`src/rtl/conv_row_sched.sv`:
```
// conv_row_sched: row scheduler feeding three rotating line buffers and a
// 3x3 convolution engine. Streams pixels row by row into buffer 0,1,2,0,...
// and starts one convolution pass per row once three rows are resident.
// Optional build macro CONV_SCHED_WDOG_EN adds a CONV-state watchdog that
// raises a sticky conv_err and abandons the frame after TIMEOUT cycles.
module conv_row_sched #(
    parameter int unsigned ROW_W    = 100,
    parameter int unsigned NUM_ROWS = 100,
    parameter int unsigned AW       = 7,
    parameter int unsigned TIMEOUT  = 1024
) (
    input  logic          clk,
    input  logic          rst,
    input  logic          start,
    input  logic          pix_valid,
    input  logic [7:0]    pix_data,
    output logic          pix_ready,
    output logic          lb_wr_en,
    output logic [1:0]    lb_wr_sel,
    output logic [AW-1:0] lb_wr_addr,
    output logic [7:0]    lb_wr_data,
    output logic          conv_valid,
    output logic [1:0]    conv_k,
    input  logic          conv_ready,
    output logic          busy,
    output logic          frame_done,
    output logic          conv_err
);

    localparam int unsigned RW = $clog2(NUM_ROWS);

    localparam logic [AW-1:0] COL_LAST  = AW'(ROW_W - 1);
    localparam logic [RW-1:0] ROW_LAST  = RW'(NUM_ROWS - 1);
    localparam logic [RW-1:0] PASS_LAST = RW'(NUM_ROWS - 3);

    typedef enum logic [2:0] {
        IDLE,
        FILL,
        FLUSH,
        CONV,
        DONE
    } state_t;

    state_t          state;
    logic [AW-1:0]   col_cnt;
    logic [RW-1:0]   row_cnt;
    logic [RW-1:0]   pass_cnt;
    logic [1:0]      wr_sel;

`ifdef CONV_SCHED_WDOG_EN
    localparam int unsigned WW = $clog2(TIMEOUT + 1);
    localparam logic [WW-1:0] WD_LAST = WW'(TIMEOUT - 1);
    logic [WW-1:0]   wdog_cnt;
`else
    assign conv_err = 1'b0;
`endif

    // Reject parameter sets the counters and address bus cannot represent
    generate
        if (NUM_ROWS < 3 || ROW_W < 1 || (2 ** AW) < ROW_W || TIMEOUT < 1) begin : g_cfg_check
            $error("conv_row_sched: illegal parameter combination");
        end
    endgenerate

    // Handshake and status decode straight from the state register
    assign pix_ready = (state == FILL);
    assign busy      = (state != IDLE);

    // Scheduler FSM with registered line-buffer write port and engine outputs
    always_ff @(posedge clk or negedge rst) begin
        if (!rst) begin
            state      <= IDLE;
            col_cnt    <= '0;
            row_cnt    <= '0;
            pass_cnt   <= '0;
            wr_sel     <= '0;
            lb_wr_en   <= 1'b0;
            lb_wr_sel  <= '0;
            lb_wr_addr <= '0;
            lb_wr_data <= '0;
            conv_valid <= 1'b0;
            conv_k     <= '0;
            frame_done <= 1'b0;
`ifdef CONV_SCHED_WDOG_EN
            wdog_cnt   <= '0;
            conv_err   <= 1'b0;
`endif
        end else begin
            lb_wr_en   <= 1'b0;
            frame_done <= 1'b0;
            case (state)
                IDLE: begin
                    if (start) begin
                        state    <= FILL;
                        col_cnt  <= '0;
                        row_cnt  <= '0;
                        pass_cnt <= '0;
                        wr_sel   <= '0;
                    end
                end
                FILL: begin
                    if (pix_valid) begin
                        lb_wr_en   <= 1'b1;
                        lb_wr_sel  <= wr_sel;
                        lb_wr_addr <= col_cnt;
                        lb_wr_data <= pix_data;
                        if (col_cnt == COL_LAST) begin
                            col_cnt <= '0;
                            // row count saturates: only "three rows resident" matters
                            if (row_cnt != ROW_LAST) begin
                                row_cnt <= row_cnt + 1'b1;
                            end
                            wr_sel <= (wr_sel == 2'd2) ? 2'd0 : wr_sel + 2'd1;
                            if (row_cnt >= RW'(2)) begin
                                state <= FLUSH;
                            end
                        end else begin
                            col_cnt <= col_cnt + 1'b1;
                        end
                    end
                end
                FLUSH: begin
                    // next buffer to overwrite is the one holding the oldest row
                    conv_valid <= 1'b1;
                    conv_k     <= wr_sel;
                    state      <= CONV;
`ifdef CONV_SCHED_WDOG_EN
                    wdog_cnt   <= '0;
`endif
                end
                CONV: begin
                    if (conv_ready) begin
                        conv_valid <= 1'b0;
                        pass_cnt   <= pass_cnt + 1'b1;
                        if (pass_cnt == PASS_LAST) begin
                            state      <= DONE;
                            frame_done <= 1'b1;
                        end else begin
                            state <= FILL;
                        end
                    end
`ifdef CONV_SCHED_WDOG_EN
                    else if (wdog_cnt == WD_LAST) begin
                        conv_err   <= 1'b1;
                        conv_valid <= 1'b0;
                        state      <= IDLE;
                    end else begin
                        wdog_cnt <= wdog_cnt + 1'b1;
                    end
`endif
                end
                DONE: begin
                    state <= IDLE;
                end
                default: begin
                    state <= IDLE;
                end
            endcase
        end
    end

endmodule

```
`config.mk`:
```
export PLATFORM = sky130hd
export DESIGN_NAME = conv_row_sched
export DESIGN_NICKNAME = d
export VERILOG_FILES = /design/src/rtl/conv_row_sched.sv
export SDC_FILE = /design/constraint.sdc
export NUM_CORES = 1
export LEC_CHECK = 0
export CAP_MARGIN = 20
export CORE_MARGIN = 4
export CORE_UTILIZATION = 55
export CTS_CLUSTER_DIAMETER = 100
export DETAILED_ROUTE_END_ITERATION = 16
export DONT_BUFFER_PORTS = 1
export PLACE_DENSITY = 0.7
export RECOVER_POWER = 25
export SLEW_MARGIN = 20
export SYNTH_ARGS = -nofsm -noshare
export SYNTH_HDL_FRONTEND = slang
export SYNTH_SLANG_ARGS = --single-unit
```
`constraint.sdc`:
```
create_clock -name clk -period 2.1 [get_ports clk]
set_input_delay 0.21 -clock clk [delete_from_list [all_inputs] [get_ports clk]]
set_output_delay 0.21 -clock clk [all_outputs]
set_load 0.01 [all_outputs]
```
==> reports/results.ini <==
[power]
p_leak_uw=0.00108
p_total_uw=3060
power_density_nw_per_um2=1220
max-vdd-ir-drop_uv=702

[cts]
post-cts-setup-buffers=0
cts_max_level=2
numCtsBuffers=5
clkTransAtPathRegs_ns=0.09
clk_latency_ns=0.30
cts_resized=0
clockBufferDepth=2
cts_tree=done
cts.sinks=48
cts_hold_buf=2
clockRootBuffer=clkbuf_8

[grt]
grt_pass1_vias=1594
antenna_found_initial=0
overflow=0
grt_pass1_wl_um=7530
grt_max_degree=49
gr-usage-all-layers=0.180

[floorplan]
core_area_um2=4060
die_area_um2=5350
io_pins=38
die_x_um=73.2
die_y_um=73.2
start_util=0.576
rows=23

[logic_synthesis]
synth_top_family_by_area=simple AND/OR/NAND/NOR gates
syn_area_um2=2340
ys_types=47
syn_nets=227
synth_xor_xnor_area_share=0.0187
synth-compound-area-share=0.104
synth-simple-area-share=0.191
synth_edf_count=0
async_flop_share=1.00
synthMuxAreaShare=0.110
syn_inst=209
syn_area_per_cell_um2=11.2
yosysSeqAreaShare=0.514
ys_ff_latch=48
synth-main-ff-cell=dfrtp_1
synth_adder_area_share=0.0268
yosysWarnings=0

[placed_design]
gp_congestion=0.800
postPlaceCellArea_um2=2390
dpl.hpwl_um=3150
place_inst=255
place_ws_ns=0.186
port_buffers=0

[critical_path]
reg2reg_depth=4
cp-start-kind=register
timing.rr.end=wr_sel[1]
critical_path_required_ns=2.28
critPathArrivalTime_ns=2.17
path_max_fanout=16
cp-end-kind=register
path_class=register to register
reg2reg_setup_slack_ns=0.11
timing.rr.start=state[0]

[routing]
vias=1609
final_antenna_net_count=0
routed_wirelength_um=4400
drc=0
routedWlPerCell_um=16.6
dr.pass1.iters=4
avgViaCountPerCell=6.07
drtIter0Drc=118

[final_layout]
final_area_um2=2500
nNetsFinal=232
final_cells=265
n_fill_cell=335
area_growth_pct=7.18
antennaDiodeCount=0
drive_above_1_share=0.191

[job]
maxCapViolCount=0

[sta]
hold_viol=0
tns_ns=0
fin_crit_ns=1.99
finClkSkew_ns=0.0116
slew_viol_final=0
rsz0062_at_grt=false
worst_slew_pin_slew_ns=1.13
period_share=0.946
fmax_mhz=504
slew_headroom=0.248
worst_slack_ns=0.114
setup_viol=0

[min_path]
min-delay-start=start
min_to=state[0]
hold_depth=1
hold_class=primary input to register

[outcome]
status=completed

through the flow:
stage                     hold slack (ns)  utilization
final                              0.0583        0.617
after global routing               0.0390        0.617
after CTS                          0.0458        0.623
after detailed placement          -0.0837        0.590
after global placement            -0.0840        0.590
after floorplan                   -0.0856            -
where the power goes:
group,total (uW),internal [uW],leakage [uW],switching [uW]
combinational,922,445,0.000415,477
clock,574,269,0.0000516,304
sequential,1560,1210,0.000616,356
final cells by class:
type	count	area, um^2	area share
clock buffers	6	82.6	0.0330
clock inverters	2	13.8	0.00550
inverters	6	22.5	0.00900
multi-input cells	146	1060	0.422
flip-flops and latches	48	1200	0.480
well taps	50	62.6	0.0250
repair buffers	7	65.1	0.0260
worst max path at each step:
stage | slack, ns | end | from | cells past startpoint
floorplan | 0.34 | lb_wr_data[0] | state[1] | 7
global placement | 0.26 | wr_sel[1] | state[0] | 4
detailed placement | 0.19 | wr_sel[1] | col_cnt[3] | 4
CTS | 0.16 | wr_sel[1] | state[0] | 4
global route | 0.02 | wr_sel[1] | col_cnt[3] | 4
finish | 0.11 | wr_sel[1] | state[0] | 4
cell usage after synthesis (3+ instances only):
cell type	number	area share
mux2_2	22	0.11
buf_2	3	0.0064
nor2_1	8	0.013
and3_1	4	0.011
o31ai_1	8	0.026
nor4bb_1	3	0.013
nand2_1	16	0.026
ha_1	5	0.027
and2_1	3	0.0080
nor3_1	5	0.011
dfrtp_1	48	0.51
buf_4	3	0.0096
o21ai_0	10	0.021
nand3_1	12	0.026
a21oi_1	6	0.013
inv_1	6	0.0096
or4_1	6	0.019
xnor2_1	4	0.015
metal layers:
| layer | up-vias | part of all wire | GRT usage |
|---|---|---|---|
| met3 | 9 | 0.059 | 0.0551 |
| li1 | 774 | - | - |
| met2 | 44 | 0.50 | 0.300 |
| met1 | 782 | 0.43 | 0.225 |
| met4 | 0 | 0.015 | 0.0492 |
| met5 | - | 0 | 0 |
kinds of logic (layout without fill, tap and decap cells):
family,after synthesis,count (layout)
other,1,1
multiplexers,23,23
AND/OR/NAND/NOR,76,76
adder cells (fa/ha/maj),5,5
XOR/XNOR,5,5
flip-flops,48,48
AO/OA/AOI/OAI,36,36
buffers and inverters,15,21
sequential cells by signal, summed over array words and instances, names as in the netlist:
| register | flops |
|---|---|
| lb_wr_data | 8 |
| col_cnt | 7 |
| lb_wr_addr | 7 |
| pass_cnt | 7 |
| row_cnt | 7 |
| state | 3 |
| conv_k | 2 |
| lb_wr_sel | 2 |
| wr_sel | 2 |
| conv_valid | 1 |
| frame_done | 1 |
| lb_wr_en | 1 |
worst max-delay path, stage by stage, from the launching register on:
cell and delay (ns):
dfrtp_1 0.47, mux2_2 0.30, nand2_1 0.31, nor2_1 0.42, mux2_2 0.38
placed cells by master (no fill, tap or decap), drive strengths merged, types with 5 or more instances in the layout:
cell and n:
clkbuf 7, inv 7, nand3 12, nor2 9, ha 5, dfrtp 48, o21ai 10, or4 6
a21oi 6, nor3 5, nand2 16, mux2 22, o31ai 8, buf 5
(Power assumes the default switching activity.)
